===== src/rtl/vram_writer_if.sv =====
// Host command and VRAM write-port signals for vram_writer.
// The master side is the host/arbiter environment; the slave side is the writer.
interface vram_writer_if #(
  parameter int ADDR_W = 13,
  parameter int DATA_W = 8
);
  logic              hostValid;
  logic              hostReady;
  logic              hostCmd;
  logic [ADDR_W-1:0] hostData;
  logic              vramGrant;
  logic              vramWe;
  logic [ADDR_W-1:0] vramWrAddr;
  logic [DATA_W-1:0] vramWrData;
  logic              busy;

  modport master (
    output hostValid, hostCmd, hostData, vramGrant,
    input  hostReady, vramWe, vramWrAddr, vramWrData, busy
  );

  modport slave (
    input  hostValid, hostCmd, hostData, vramGrant,
    output hostReady, vramWe, vramWrAddr, vramWrData, busy
  );
endinterface


===== src/rtl/vram_writer.sv =====
// Host-side VRAM write path: cursor, small write FIFO and a grant-gated drain FSM.
// Optional macro VRAM_WRITER_LEVEL_EN adds the fifoLevel output (current FIFO count).
module vram_writer #(
  parameter int ADDR_W     = 13,
  parameter int DATA_W     = 8,
  parameter int FIFO_AW    = 2,
  parameter int VRAM_WORDS = 8192
) (
  input  logic          clk,
  input  logic          rst,
  vram_writer_if.slave  bus
`ifdef VRAM_WRITER_LEVEL_EN
  , output logic [FIFO_AW:0] fifoLevel
`endif
);

  localparam int                DEPTH     = 1 << FIFO_AW;
  localparam logic [FIFO_AW:0]  FULL_CNT  = (FIFO_AW+1)'(DEPTH);
  localparam logic [ADDR_W-1:0] LAST_ADDR = ADDR_W'(VRAM_WORDS - 1);

  typedef enum logic {
    IDLE,
    WRITE
  } state_t;

  state_t state, state_next;

  logic [ADDR_W-1:0]  cursor;
  logic [FIFO_AW:0]   count;
  logic [FIFO_AW-1:0] rd_ptr;
  logic [FIFO_AW-1:0] wr_ptr;
  logic [ADDR_W-1:0]  addr_mem [DEPTH];
  logic [DATA_W-1:0]  data_mem [DEPTH];

  logic fifo_full;
  logic fifo_empty;
  logic accept;
  logic push;
  logic pop;
  logic we_next;

  assign fifo_full     = (count == FULL_CNT);
  assign fifo_empty    = (count == '0);
  assign bus.hostReady = ~fifo_full;
  assign accept        = bus.hostValid & ~fifo_full;
  assign push          = accept & bus.hostCmd;
  assign bus.busy      = ~fifo_empty | bus.vramWe;

`ifdef VRAM_WRITER_LEVEL_EN
  assign fifoLevel = count;
`endif

  // The cursor address is captured into the FIFO entry, so later set-cursor
  // commands never disturb writes that are already queued.
  always_ff @(posedge clk) begin
    if (rst) begin
      cursor <= '0;
    end else if (accept) begin
      if (!bus.hostCmd) begin
        cursor <= bus.hostData;
      end else if (cursor >= LAST_ADDR) begin
        cursor <= '0;
      end else begin
        cursor <= cursor + ADDR_W'(1);
      end
    end
  end

  always_ff @(posedge clk) begin
    if (push) begin
      addr_mem[wr_ptr] <= cursor;
      data_mem[wr_ptr] <= bus.hostData[DATA_W-1:0];
    end
  end

  always_ff @(posedge clk) begin
    if (rst) begin
      count  <= '0;
      rd_ptr <= '0;
      wr_ptr <= '0;
    end else begin
      if (push) wr_ptr <= wr_ptr + FIFO_AW'(1);
      if (pop)  rd_ptr <= rd_ptr + FIFO_AW'(1);
      case ({push, pop})
        2'b10:   count <= count + (FIFO_AW+1)'(1);
        2'b01:   count <= count - (FIFO_AW+1)'(1);
        default: count <= count;
      endcase
    end
  end

  // A grant means the port is free next cycle, so popping on a granted edge
  // lands the registered strobe exactly in the free slot.
  always_comb begin
    state_next = state;
    pop        = 1'b0;
    we_next    = 1'b0;
    case (state)
      IDLE: begin
        if (!fifo_empty && bus.vramGrant) begin
          pop        = 1'b1;
          we_next    = 1'b1;
          state_next = WRITE;
        end
      end
      WRITE: begin
        if (!fifo_empty && bus.vramGrant) begin
          pop        = 1'b1;
          we_next    = 1'b1;
          state_next = WRITE;
        end else begin
          state_next = IDLE;
        end
      end
      default: state_next = IDLE;
    endcase
  end

  always_ff @(posedge clk) begin
    if (rst) begin
      state          <= IDLE;
      bus.vramWe     <= 1'b0;
      bus.vramWrAddr <= '0;
      bus.vramWrData <= '0;
    end else begin
      state      <= state_next;
      bus.vramWe <= we_next;
      if (pop) begin
        bus.vramWrAddr <= addr_mem[rd_ptr];
        bus.vramWrData <= data_mem[rd_ptr];
      end
    end
  end

endmodule

===== src/flat_wrapper.sv =====
// flat-port wrapper written by rule: the top's interface ports become plain ports
module vram_writer_flat 
#(
  parameter int ADDR_W     = 13,
  parameter int DATA_W     = 8,
  parameter int FIFO_AW    = 2,
  parameter int VRAM_WORDS = 8192
)
  (clk, rst, bus_hostValid, bus_hostCmd, bus_hostData, bus_vramGrant, bus_hostReady, bus_vramWe, bus_vramWrAddr, bus_vramWrData, bus_busy);
  vram_writer_if #(.ADDR_W(ADDR_W), .DATA_W(DATA_W)) bus_i ();
  input  logic clk;
  input  logic rst;
  input wire logic [$bits(bus_i.hostValid)-1:0] bus_hostValid;
  input wire logic [$bits(bus_i.hostCmd)-1:0] bus_hostCmd;
  input wire logic [$bits(bus_i.hostData)-1:0] bus_hostData;
  input wire logic [$bits(bus_i.vramGrant)-1:0] bus_vramGrant;
  output wire logic [$bits(bus_i.hostReady)-1:0] bus_hostReady;
  output wire logic [$bits(bus_i.vramWe)-1:0] bus_vramWe;
  output wire logic [$bits(bus_i.vramWrAddr)-1:0] bus_vramWrAddr;
  output wire logic [$bits(bus_i.vramWrData)-1:0] bus_vramWrData;
  output wire logic [$bits(bus_i.busy)-1:0] bus_busy;
  assign bus_i.hostValid = bus_hostValid;
  assign bus_i.hostCmd = bus_hostCmd;
  assign bus_i.hostData = bus_hostData;
  assign bus_i.vramGrant = bus_vramGrant;
  assign bus_hostReady = bus_i.hostReady;
  assign bus_vramWe = bus_i.vramWe;
  assign bus_vramWrAddr = bus_i.vramWrAddr;
  assign bus_vramWrData = bus_i.vramWrData;
  assign bus_busy = bus_i.busy;
  vram_writer #(.ADDR_W(ADDR_W), .DATA_W(DATA_W), .FIFO_AW(FIFO_AW), .VRAM_WORDS(VRAM_WORDS)) u_core (.clk(clk), .rst(rst), .bus(bus_i));
endmodule

===== config.mk =====
export PLATFORM = sky130hd
export DESIGN_NAME = vram_writer_flat
export DESIGN_NICKNAME = d
export VERILOG_FILES = /design/src/rtl/vram_writer_if.sv /design/src/rtl/vram_writer.sv /design/src/flat_wrapper.sv
export SDC_FILE = /design/constraint.sdc
export NUM_CORES = 1
export LEC_CHECK = 0
export CAP_MARGIN = 40
export CELL_PAD_IN_SITES_DETAIL_PLACEMENT = 0
export CELL_PAD_IN_SITES_GLOBAL_PLACEMENT = 1
export CORE_MARGIN = 5
export CORE_UTILIZATION = 45
export CTS_CLUSTER_SIZE = 30
export DETAILED_ROUTE_END_ITERATION = 10
export PLACE_DENSITY = 0.82
export SYNTH_ARGS = -nofsm -noshare
export SYNTH_HDL_FRONTEND = slang
export SYNTH_SLANG_ARGS = --single-unit

===== constraint.sdc =====
create_clock -name clk -period 4.2 [get_ports clk]
set_input_delay 0.42 -clock clk [delete_from_list [all_inputs] [get_ports clk]]
set_output_delay 0.42 -clock clk [all_outputs]
set_load 0.03 [all_outputs]

## Word level (Yosys, flattened, before mapping)

Memory sizes are Yosys's and may differ from the RTL's. A register that Yosys moved wholly into a read port is not among the register bits.
Index checks and enable logic that the tools add are counted.

- Bits of input ports: 18
- Logic and storage cells: 31
- Bits in writable memories: 84
- Register bits: 21
- Memories kept: 2

- Muxes and demuxes: 6
- Reduce and logical (&&, ||, !) cells: 4
- Equality and inequality tests: 3
- Bitwise gates (word level): 5
- $lt $le $gt $ge: 1
- $add $sub $neg: 5

Memories:

| name | depth | width | rd ports | clocked after Yosys merged registers in | wr ports | line | text |
|---|---|---|---|---|---|---|---|
| u_core.addr_mem | 4 | 13 | 1 | 1 | 1 | vram_writer.sv:32 | `logic [ADDR_W-1:0] addr_mem [DEPTH];` |
| u_core.data_mem | 4 | 8 | 1 | 1 | 1 | vram_writer.sv:33 | `logic [DATA_W-1:0] data_mem [DEPTH];` |

Operator list:

| cell | count |
|---|---|
| 13-bit 2-to-1 mux | 2 |
| 13-bit by 1-bit adder with 13-bit output, second input constant | 1 |
| 13-bit greater-or-equal comparator, second input constant | 1 |
| 3-bit case mux with 2 select lines | 1 |
| 2-bit by 1-bit adder with 2-bit output, second input constant | 2 |
| 3-bit by 1-bit adder with 3-bit output, second input constant | 1 |
| 3-bit == test, second input constant | 1 |
| 3-bit logical NOT | 1 |
| 1-bit 2-to-1 mux | 3 |
| 3-bit by 1-bit subtractor with 3-bit output, second input constant | 1 |
| 1-bit AND | 2 |
| 2-bit by 1-bit == test with 1-bit output, second input constant | 1 |
| 2-bit == test, second input constant | 1 |
| 1-bit inverter | 2 |
| 2-bit nonzero test | 1 |
| 1-bit logical AND | 1 |
| 1-bit logical NOT | 1 |
| 1-bit bitwise OR | 1 |

## Longest topological paths before layout

- Depth after elaboration: 6
- Depth in mapped cells: 9
- Depth with buffers taken out: 9

## Worst setup path after synthesis

Ideal clock, no wire load.

- Kind: register to register
- Start point: register u_core.count[0]
- End point: register u_core.count[2]
- Arrival: 2,431 ps
- Period minus slack after synthesis: 2,502 ps
- Setup slack: 1,698 ps
- Cell stages (with the launch flop): 10
- Library setup time: 70 ps
- Data required time: 4,130 ps
- Cells stage by stage: dfxtp_1 -> or3b_2 -> and2_1 -> nand2_1 -> ha_1 -> inv_1 -> fa_1 -> xor2_1 -> or3_1 -> a21oi_1

- Longest elaborated chain between the ends: 6

RTL lines:

| item | line | text |
|---|---|---|
| start: declaration | vram_writer.sv:29 | `logic [FIFO_AW:0] count;` |
| start signal: assignment | vram_writer.sv:85 | `2'b10: count <= count + (FIFO_AW+1)'(1);` |
| start signal: assignment | vram_writer.sv:86 | `2'b01: count <= count - (FIFO_AW+1)'(1);` |
| start signal: assignment | vram_writer.sv:87 | `default: count <= count;` |
| 3-bit == test (*) | vram_writer.sv:42 | `assign fifo_full = (count == FULL_CNT);` |
| 1-bit inverter (*) | n/a |  |
| via bus_hostReady | flat_wrapper.sv:17 | `output wire logic [$bits(bus_i.hostReady)-1:0] bus_hostReady;` |
| 1-bit AND (*) | vram_writer.sv:45 | `assign accept = bus.hostValid & ~fifo_full;` |
| 1-bit AND (*) | vram_writer.sv:46 | `assign push = accept & bus.hostCmd;` |
| 2-bit by 1-bit == test with 1-bit output / 2-bit == test (equally long branches) | vram_writer.sv:84 | `case ({push, pop})` |
| 3-bit case mux with 2 select lines / 2-bit nonzero test (equally long branches) | n/a |  |

The timed path passes the listed nets; every way through them passes the cells marked *.
A chain may end at the register's enable or synchronous reset.

## Worst setup path in the final report

- Start point: register u_core.count[2]
- End point: register u_core.count[2]

- Longest elaborated chain between the ends: 6

RTL lines:

| item | line |
|---|---|
| 3-bit == test / 3-bit logical NOT (equally long branches) | vram_writer.sv:42, vram_writer.sv:43 |
| 1-bit inverter / 1-bit logical NOT (equally long branches) | vram_writer.sv:45, vram_writer.sv:100, vram_writer.sv:107 |
| 1-bit AND / 1-bit logical AND (equally long branches) | vram_writer.sv:45, vram_writer.sv:100, vram_writer.sv:107 |
| 1-bit AND / 1-bit 2-to-1 mux (equally long branches) | vram_writer.sv:46, vram_writer.sv:100, vram_writer.sv:107 |
| 2-bit by 1-bit == test with 1-bit output / 2-bit == test (equally long branches) | vram_writer.sv:84 |
| 3-bit case mux with 2 select lines / 2-bit nonzero test (equally long branches) | n/a |

Parallel ways exist; a longest one is shown, timed or not.

==> load_flow_metrics.sql <==
INSERT INTO impl_metrics (metric_group, metric, value, unit) VALUES
('detailed_routing', 'drt-pass1-iter-count', '5', ''),
('place', 'finalWeightedCongestion', '0.834', ''),
('timing', 'slew_headroom', '49.8', '%'),
('floorplan', 'die_w', '116', 'um'),
('job', 'max-cap-violations', '0', ''),
('detailed_routing', 'met1Wirelength', '4.22', 'mm'),
('floorplan', 'coreArea', '10900', 'sq um'),
('detailed_routing', 'route.vias.total', '3082', ''),
('worst_setup_path', 'worstPathRequired', '4.65', 'ns'),
('finish', 'layout_cell_share_with_drive_strength_beyond_1', '16.5', '%'),
('worst_setup_path', 'crit_path_cell_trace', 'or3b_2, and2_1, nand2_1, ha_1, inv_1, fa_1, xor2_1, or3_1, a21oi_1', ''),
('power_and_ir_drop', 'sequentialPowerShare', '40.8', '%'),
('min_path', 'hold_path.class', 'register to register', ''),
('logic_synthesis', 'area_of_the_mapped_netlist', '5040', 'sq um'),
('power_and_ir_drop', 'combPwrFrac', '22.3', '%'),
('global_routing', 'grt.total_usage', '16.6', '%'),
('cts', 'clock-root-buffer', 'clkbuf_8', ''),
('timing', 'clock_period_minus_final_worst_setup_slack', '2.96', 'ns'),
('finish', 'final_layout_net_count', '442', ''),
('finish', 'area_added_between_synthesis_and_finish', '23.1', '%'),
('worst_setup_path', 'crit_path_start_kind', 'register', ''),
('logic_synthesis', 'yosys.cell_types.count', '44', ''),
('floorplan', 'die_height', '116', 'um'),
('finish', 'final_cell_mix', 'edfxtp_1 (84), nand2_1 (57), dfxtp_1 (42)', ''),
('timing', 'achievable-frequency', '338', 'MHz'),
('logic_synthesis', 'synth-main-ff-cell', 'edfxtp_1', ''),
('cts', 'path_clk_slew', '0.06', 'ns'),
('run_status', 'status', 'complete, no violations', ''),
('floorplan', 'initial_utilization', '46.3', '%'),
('global_routing', 'antenna_found_initial', '0', ''),
('timing', 'final.setup.worst_slack', '1.24', 'ns'),
('worst_setup_path', 'worst-endpoint-arrival', '3.40', 'ns'),
('detailed_routing', 'highest_layer', 'met4', ''),
('timing', 'finalHoldViolations', '0', ''),
('worst_setup_path', 'crit_path_end_kind', 'register', ''),
('cts', 'worstSkewPairLatency', '0.52', 'ns'),
('detailed_routing', 'detail_route.vias_per_cell', '5.41', ''),
('detailed_routing', 'drt_first_iter_violations', '189', ''),
('global_routing', 'wire_length_of_the_first_global_routing_pass', '16.5', 'mm'),
('power_and_ir_drop', 'power.ir.vdd_worst', '0.337', 'mV'),
('timing', 'rsz0062_at_grt', 'false', ''),
('logic_synthesis', 'synth.net_count', '392', ''),
('place', 'place_worst_setup_slack', '1.28', 'ns'),
('finish', 'finalInstanceArea', '6200', 'sq um'),
('cts', 'clk_path_buf_depth', '2', ''),
('place', 'io_buffer_count', '41', ''),
('worst_setup_path', 'worstPathMaxFanout', '23', ''),
('logic_synthesis', 'synth-edff-count', '84', ''),
('worst_setup_path', 'critical_path.max_stage_delay', '0.51', 'ns'),
('cts', 'hold_buffers', '0', ''),
('timing', 'fin_worst_skew', '0.00930', 'ns'),
('timing', 'layout_worst_path_cycle_share', '70.4', '%'),
('floorplan', 'ioPinCount', '42', ''),
('power_and_ir_drop', 'p_clk_share', '36.9', '%'),
('detailed_routing', 'wl_met3', '595', 'um'),
('place', 'placedInstanceArea', '5620', 'sq um'),
('detailed_routing', 'routed_wl', '9.80', 'mm'),
('global_routing', 'grt.overflow.total', '0', ''),
('power_and_ir_drop', 'power_density', '604', 'nW/um^2'),
('cts', 'clock_sink_count', '126', ''),
('logic_synthesis', 'yosys_register_bits', '126', ''),
('timing', 'hold_slack', '0.451', 'ns'),
('finish', 'insertedDiodeCount', '0', ''),
('logic_synthesis', 'synthesis_warning_total', '0', ''),
('detailed_routing', 'routed_wire_per_std_cell', '17.2', 'um'),
('finish', 'mostFrequentLayoutCell', 'edfxtp_1', ''),
('logic_synthesis', 'post_synth_inst_count', '367', ''),
('logic_synthesis', 'synth_async_sr_flop_share', '0', '%'),
('cts', 'cts_tree', 'built', ''),
('power_and_ir_drop', 'cell_internal_pwr', '2.71', 'mW'),
('floorplan', 'die-area', '13400', 'sq um');
[registers in the layout, indices dropped and copies added, names as in the netlist]
| name | flops |
|---|---|
| u_core.bus.vramWrData | 8 |
| u_core.cursor | 13 |
| u_core.wr_ptr | 2 |
| u_core.bus.vramWrAddr | 13 |
| u_core.count | 3 |
| u_core.state | 1 |
| u_core.data_mem | 32 |
| u_core.addr_mem | 52 |
| u_core.rd_ptr | 2 |
[path summary, 6_finish.rpt]
kind / start / end / slack [ns] / cells after the start
worst max-delay path: u_core.count[2]$_SDFFE_PP0P_ / u_core.count[2]$_SDFFE_PP0P_ / 1.24 / 9
worst min-delay path: u_core.bus.vramWrData[7]$_SDFFE_PP0P_ / u_core.bus.vramWrData[7]$_SDFFE_PP0P_ / 0.45 / 2
worst max register to register: u_core.count[2]$_SDFFE_PP0P_ / u_core.count[2]$_SDFFE_PP0P_ / 1.24 / 9
worst min register to register: u_core.bus.vramWrData[7]$_SDFFE_PP0P_ / u_core.bus.vramWrData[7]$_SDFFE_PP0P_ / 0.45 / 2
[stage by stage]
step | instances | total power, mW | utilization, %
after CTS | 570 | 3.79 | 56.9
after detailed placement | 538 | 2.40 | 51.6
final | 570 | 3.74 | 56.9
after global routing | 570 | 3.94 | 56.9
after global placement | 536 | 2.36 | 51.4
after floorplan | 367 | 2.10 | -
[cell usage after synthesis, drive strengths merged, types with 4 or more instances]
cell type	instances	area share [%]
edfxtp	84	50
nand2	58	4.4
dfxtp	42	17
a21oi	37	3.7
mux4	21	9.4
o21ai	18	1.9
clkbuf	15	1.3
inv	14	1.0
nor2	11	0.82
nor2b	7	0.87
and3	6	0.75
ha	6	1.5
buf	5	0.72
nor3	5	0.50
nand3	4	0.40
[layer usage]
metal / vias to the layer above / GRT usage (%)
met5: - / 0
met4: 0 / 6.88
met3: 11 / 6.16
met2: 89 / 26.2
met1: 1520 / 20.8
li1: 1462 / -
[power groups by stage]
stage / Clock (mW) / Sequential [mW] / Combinational [mW]
after CTS: 1.41 / 1.53 / 0.850
after global routing: 1.48 / 1.55 / 0.908
after detailed placement: 0 / 1.56 / 0.843
after floorplan: 0 / 1.63 / 0.469
after global placement: 0 / 1.55 / 0.809
final: 1.38 / 1.53 / 0.834
[worst register-to-register path: cells and delay by family, from the launching register on]
family / cells / cell delay (ns)
DFF: 1 / 0.43
and+or+nand+nor: 4 / 1.48
AOI/OAI and AO/OA: 1 / 0.15
buffers and inverters: 1 / 0.07
adders and majority gates: 2 / 0.60
xor gates and xnor gates: 1 / 0.17
[logic make-up (layout without fill, tap and decap cells)]
logic type,after synthesis,count (layout),share of synthesized area [%]
DFF,126,126,66.8
muxes,21,21,9.39
buffers and inverters,34,97,3.08
and+or+nand+nor,109,109,10.7
adders and majority gates,7,7,1.89
xor gates and xnor gates,5,5,0.870
AOI/OAI and AO/OA,65,65,7.33
[layout make-up]
cell class | count | area, sq um | share of cell area (%)
Clock inverter | 10 | 113 | 1.82
Timing Repair Buffer | 51 | 500 | 8.07
Multi-Input combinational cell | 207 | 1530 | 24.7
Inverter | 14 | 52.6 | 0.848
Tap cell | 140 | 175 | 2.83
Sequential cell | 126 | 3360 | 54.3
Clock buffer | 22 | 463 | 7.47
(Power assumes the default switching activity.)
